### config.mk
export PLATFORM = sky130hd
export DESIGN_NAME = acc_sequencer
export DESIGN_NICKNAME = d
export VERILOG_FILES = /design/src/rtl/acc_sequencer_pkg.sv /design/src/rtl/acc_beat_counter.sv /design/src/rtl/acc_sequencer.sv
export SDC_FILE = /design/constraint.sdc
export NUM_CORES = 1
export LEC_CHECK = 0
export ABC_AREA = 0
export BUFFER_PORTS_ARGS = -buffer_cell sky130_fd_sc_hd__buf_2
export CORE_ASPECT_RATIO = 1.1
export CORE_MARGIN = 5
export CORE_UTILIZATION = 50
export DETAILED_ROUTE_END_ITERATION = 8
export HOLD_SLACK_MARGIN = 0.05
export PLACE_DENSITY = 0.84
export SLEW_MARGIN = 5
export SYNTH_ARGS = -nofsm -noshare
export SYNTH_HDL_FRONTEND = slang
export SYNTH_SLANG_ARGS = --single-unit
### constraint.sdc
create_clock -name clk -period 1.84 [get_ports clk]
set_input_delay 0.368 -clock clk [delete_from_list [all_inputs] [get_ports clk]]
set_output_delay 0.368 -clock clk [all_outputs]
set_load 0.02 [all_outputs]
### src/rtl/acc_sequencer_pkg.sv
// Shared types and default widths for the accumulator sequencer.
// Holds the FSM state encoding plus the address/count widths also used by
// the accumulator that consumes acc_en / op_buffer_address.
package acc_sequencer_pkg;

    localparam int ACC_ADDR_W = 4;
    localparam int ACC_CNT_W  = 8;

    typedef enum logic [2:0] {
        ST_IDLE  = 3'd0,
        ST_CLEAR = 3'd1,
        ST_ACCUM = 3'd2,
        ST_DRAIN = 3'd3,
        ST_WRITE = 3'd4
    } acc_state_t;

endpackage

### src/rtl/acc_beat_counter.sv
// Loadable up/down counter with a "count is one" terminal flag.
// Latency: one cycle from load/up/down to the new count; load wins over up, up over down.
// Ports: load/load_val, up, down in; count and last (count == 1) out.
module acc_beat_counter
    import acc_sequencer_pkg::*;
#(
    parameter int CNT_W = ACC_CNT_W
) (
    input  logic             clk,
    input  logic             rst,
    input  logic             load,
    input  logic [CNT_W-1:0] load_val,
    input  logic             up,
    input  logic             down,
    output logic [CNT_W-1:0] count,
    output logic             last
);

    always_ff @(posedge clk or posedge rst) begin
        if (rst) begin
            count <= '0;
        end else if (load) begin
            count <= load_val;
        end else if (up) begin
            count <= count + CNT_W'(1);
        end else if (down) begin
            count <= count - CNT_W'(1);
        end
    end

    // When counting down, last marks the final cycle before reaching zero.
    assign last = (count == CNT_W'(1));

endmodule

### src/rtl/acc_sequencer.sv
// Sequences one accumulate job: clear, count psum beats, wait out the adder tree, write.
// Latency: handshake N -> done in N+2+tiles+DRAIN_LAT with back-to-back beats.
// Backpressure: job_ready only in IDLE; psum beats outside ACCUM are dropped and flagged.
// Ports: job_valid/job_ready/job_tiles/job_addr handshake, psum_valid beat strobe,
// acc_en/acc_reset/op_buffer_address to the accumulator, done/busy/err_overrun status.
module acc_sequencer
    import acc_sequencer_pkg::*;
#(
    parameter int ARR_SIZE  = 4,
    parameter int ADDR_W    = ACC_ADDR_W,
    parameter int CNT_W     = ACC_CNT_W,
    parameter int DRAIN_LAT = 2
) (
    input  logic              clk,
    input  logic              rst,
    input  logic              job_valid,
    output logic              job_ready,
    input  logic [CNT_W-1:0]  job_tiles,
    input  logic [ADDR_W-1:0] job_addr,
    input  logic              psum_valid,
    output logic              acc_en,
    output logic              acc_reset,
    output logic [ADDR_W-1:0] op_buffer_address,
    output logic              done,
    output logic              busy,
    output logic              err_overrun
);

    localparam logic [CNT_W-1:0] DRAIN_LD = CNT_W'(DRAIN_LAT);

    // The array width only matters to the accumulator datapath; sequencing is
    // independent of it.
    logic unused_arr_size;
    assign unused_arr_size = (ARR_SIZE > 0);

    acc_state_t        state;
    logic [CNT_W-1:0]  tiles_q;
    logic [ADDR_W-1:0] addr_q;

    logic [CNT_W-1:0]  cnt;
    logic              cnt_last;
    logic              cnt_load;
    logic [CNT_W-1:0]  cnt_load_val;
    logic              beat;
    logic              beat_last;

    assign beat      = (state == ST_ACCUM) && psum_valid;
    assign beat_last = beat && (cnt == tiles_q - CNT_W'(1));

    // One counter serves both phases: cleared in CLEAR, counts beats up in
    // ACCUM, and is reloaded with the drain latency on the final beat.
    assign cnt_load     = (state == ST_CLEAR) || beat_last;
    assign cnt_load_val = (state == ST_CLEAR) ? '0 : DRAIN_LD;

    acc_beat_counter #(
        .CNT_W (CNT_W)
    ) u_cnt (
        .clk      (clk),
        .rst      (rst),
        .load     (cnt_load),
        .load_val (cnt_load_val),
        .up       (beat),
        .down     (state == ST_DRAIN),
        .count    (cnt),
        .last     (cnt_last)
    );

    always_ff @(posedge clk or posedge rst) begin
        if (rst) begin
            state       <= ST_IDLE;
            tiles_q     <= '0;
            addr_q      <= '0;
            err_overrun <= 1'b0;
        end else begin
            if (psum_valid && (state != ST_ACCUM)) begin
                err_overrun <= 1'b1;
            end
            case (state)
                ST_IDLE: begin
                    if (job_valid) begin
                        // A zero-length job still needs one beat to produce a sum.
                        tiles_q <= (job_tiles == '0) ? CNT_W'(1) : job_tiles;
                        addr_q  <= job_addr;
                        state   <= ST_CLEAR;
                    end
                end
                ST_CLEAR: state <= ST_ACCUM;
                ST_ACCUM: begin
                    if (beat_last) begin
                        state <= (DRAIN_LAT == 0) ? ST_WRITE : ST_DRAIN;
                    end
                end
                ST_DRAIN: begin
                    if (cnt_last) begin
                        state <= ST_WRITE;
                    end
                end
                ST_WRITE: state <= ST_IDLE;
                default:  state <= ST_IDLE;
            endcase
        end
    end

    assign job_ready         = (state == ST_IDLE);
    assign busy              = (state != ST_IDLE);
    assign acc_reset         = (state == ST_CLEAR);
    assign acc_en            = beat;
    assign done              = (state == ST_WRITE);
    assign op_buffer_address = (state == ST_WRITE) ? addr_q : '0;

endmodule

==> impl_results.md <==
- CP Capture Type: register
- Main combinational cell family by area after synthesis: simple AND/OR/NAND/NOR gates
- Slew @ Worst Pin: 521 ps
- Reg2reg end: u_cnt.count[3]
- Outcome: finished with violations
- Syn nets: 172
- Synth Area in XOR/XNOR: 8.67%
- Clock sinks: 24
- FF/Latch Area: 602 um^2
- Fmax: 0.476 GHz
- Clock Latency Late Sink: 330 ps
- TritonCTS Buffers: 3
- Initial antenna violation count: 0
- Final period util: 114%
- Yosys cell types: 42
- Slew margin rel.: 65.2%
- CTS tree: yes
- Placed cells: 230
- GRT overflow: 0
- Async S/R FF share, synth: 100%
- FF-to-FF path depth: 5
- Failing checks: negative setup slack
- Core ar.: 2970 um^2
- Worst vdd ir: 1.32 mV
- Vias per cell: 5.78
- DRT iter0 DRCs: 62
- Power Dens Cells: 1770 nW/um^2
- RSZ-0062 raised after global routing: yes
- Max Buffers Root-to-Sink: 2
- Leakage power: 0.948 nW
- Worst Setup SP: tiles_q[1]
- H-tree levels: 1
- Port Buf Inserts: 25
- Die area: 4230 um^2
- Overall routing resource usage: 17.4%
- Share of cells above drive strength 1: 43.5%
- Number of max-cap violations: 0
- DR pass1 iterations: 4
- Total wire length: 3920 um
- Arrival @ worst endpoint: 2330 ps
- Hold Vio Cnt, Final: 0
- Slew Limit Fails: 0
- R2r startpoint: tiles_q[1]
- Req. time, crit path: 2070 ps
- Worst Setup EP: u_cnt.count[3]
- Startpoint Class: register
- GPL Wtd Cong: 0.895
- Starting Density: 51.0%
- Setup violations, final: 11
- Largest net degree at the start of global routing: 25
- Syn Area/Cell: 9.97 um^2
- Worst Skew: 8.66 ps
- Post-synthesis simple-gate area fraction: 22.0%
- DR WL/cell: 16.2 um
- Synth Flop Type: dfrtp_1
- Post-route setup slack: -260 ps
- Post-synthesis mux area share: 6.69%
- Flops & latches, synth: 24
- Mapped Area: 1520 um^2
- Via count: 1,393
- HPWL after DPL: 2730 um
- Critical Path Fanout Max: 4
- Filler cell count: 209
- Pre-CTS setup slack: -225 ps
- Synth Area in Compound Gates: 12.8%
- Remaining DRCs: 0
- Synthesized instance count: 152
- Sequential area share after synthesis: 39.6%
- Die width: 62.5 um
- Post-synth EDFFs: 0
- Final core occ: 69.4%
- Vias in the first global route: 1,309
- Fin Setup TNS: -2040 ps
- Fin nets: 228
- Syn. warnings: 0
- Clk pin slew, worst setup/hold paths: 140 ps
- Final min period: 2100 ps
- R2R setup slack: -260 ps
- Number of cell rows: 21
- Die Y: 67.7 um
- Hold Crit Class: input port to async pin
- Diode count: 0
- Multi-input gate area: 906 um^2
- CTS Root Cell: clkbuf_4
- Adder-Cell Fraction of Synth Area: 3.30%
- Post-route ant nets: 0
- CP Class: register to register
- Global-route wire length before repair: 5860 um
- I/O pin count: 26
- Area grow syn2layout: 36.0%
- Fin cells: 241
==> kinds of logic (layout without fill, tap and decap cells) <==
family | count (synthesis) | in the layout
AOI/OAI and AO/OA | 26 | 27
DFF | 24 | 24
and+or+nand+nor | 57 | 57
adders and majority gates | 4 | 4
xor gates and xnor gates | 15 | 15
muxes | 9 | 9
buffers and inverters | 17 | 71
==> layout by cell type (no fill, tap or decap), types with 2 or more instances in the layout <==
master,Yosys,layout
nand2b_1,2,2
dfrtp_1,24,23
inv_1,9,7
clkbuf_4,0,3
xnor2_1,11,11
and3_1,12,11
nor4_1,3,3
buf_4,0,29
xor2_1,4,4
buf_2,3,21
a31oi_1,5,4
or3_4,0,2
nor3_1,2,2
nor2b_1,2,2
nor2_1,8,7
and2_1,3,2
o21ai_0,7,7
nand3_1,3,3
mux2_2,9,9
nand2_1,9,9
ha_1,4,3
a21oi_1,4,4
buf_6,1,7
==> stage by stage <==
| stage | cell area, um^2 | total power, mW | hold WS [ps] |
|---|---|---|---|
| 3_5_place_dp | 1840 | 2.82 | 433 |
| 4_1_cts | 1960 | 3.37 | 70.5 |
| 2_1_floorplan | 1540 | 2.26 | 383 |
| 5_1_grt | 2060 | 3.89 | 84.2 |
| 3_3_place_gp | 1840 | 2.72 | 419 |
| 6_report | 2060 | 3.65 | 54.9 |
==> timing repair <==
action / CTS / global route
pin swaps: 4 / 7
gates resized for setup: 11 / 14
buffers inserted: 2 / 4
cloned: 1 / 0
endpoints found under the setup margin: 16 / 18
hold buffers: 0 / 0
==> state kept, by name (all words and copies together) (netlist names) <==
| name | cells |
|---|---|
| addr_q | 4 |
| err_overrun | 1 |
| state | 3 |
| tiles_q | 8 |
| u_cnt.count | 8 |
==> worst max-delay path, cell delays in order (launching register included) <==
cell and delay [ps]:
dfrtp_1 420, or4_4 540, or3_4 350, a32oi_4 270, o2111ai_2 220, and3_1 200
==> final cells by class <==
cell class	instances	area share (%)
Clock inverter	1	1.46
Inverter	9	1.76
Timing Repair Buffer	58	20.5
Multi-Input combinational cell	112	44.0
Clock buffer	3	1.09
Tap cell	34	2.06
Sequential cell	24	29.2
==> power by group <==
group / switching, mW / total [mW] / internal, mW
clock: 0.167 / 0.388 / 0.221
combinational: 1.10 / 2.23 / 1.13
sequential: 0.261 / 1.03 / 0.769
==> how the worst min path moves through the flow <==
stage / end / cells after the start
5_1_grt: tiles_q[5] / 3
6_report: tiles_q[5] / 3
4_1_cts: addr_q[0] / 3
2_1_floorplan: addr_q[0] / 1
3_3_place_gp: addr_q[0] / 3
3_5_place_dp: addr_q[3] / 3
==> cell usage after synthesis (all sizes together) (2+ instances only) <==
cell / instances / share of area [%]
xnor2: 11 / 6.4
nor3: 2 / 0.66
nand2b: 2 / 0.83
nor2: 8 / 2.0
nand2: 9 / 2.2
nor4: 4 / 2.1
nand3: 3 / 0.99
nor2b: 2 / 0.83
dfrtp: 24 / 40
xor2: 4 / 2.3
a32oi: 2 / 1.2
ha: 4 / 3.3
or3: 3 / 1.3
a21oi: 4 / 1.3
clkbuf: 4 / 3.0
inv: 9 / 2.2
o21ai: 7 / 2.3
or4: 2 / 0.99
and3: 12 / 5.0
and2: 3 / 1.2
buf: 4 / 1.7
mux2: 9 / 6.7
a31oi: 5 / 2.1
==> metal layers <==
layer | share of wire [%] | vias up | track usage, %
met5 | 0 | - | 0
met4 | 2.0 | 0 | 5.04
met3 | 4.4 | 9 | 2.16
met2 | 55 | 41 | 33.2
met1 | 39 | 681 | 20.6
li1 | - | 662 | -
Note: power is estimated with default switching activity, not from simulation.
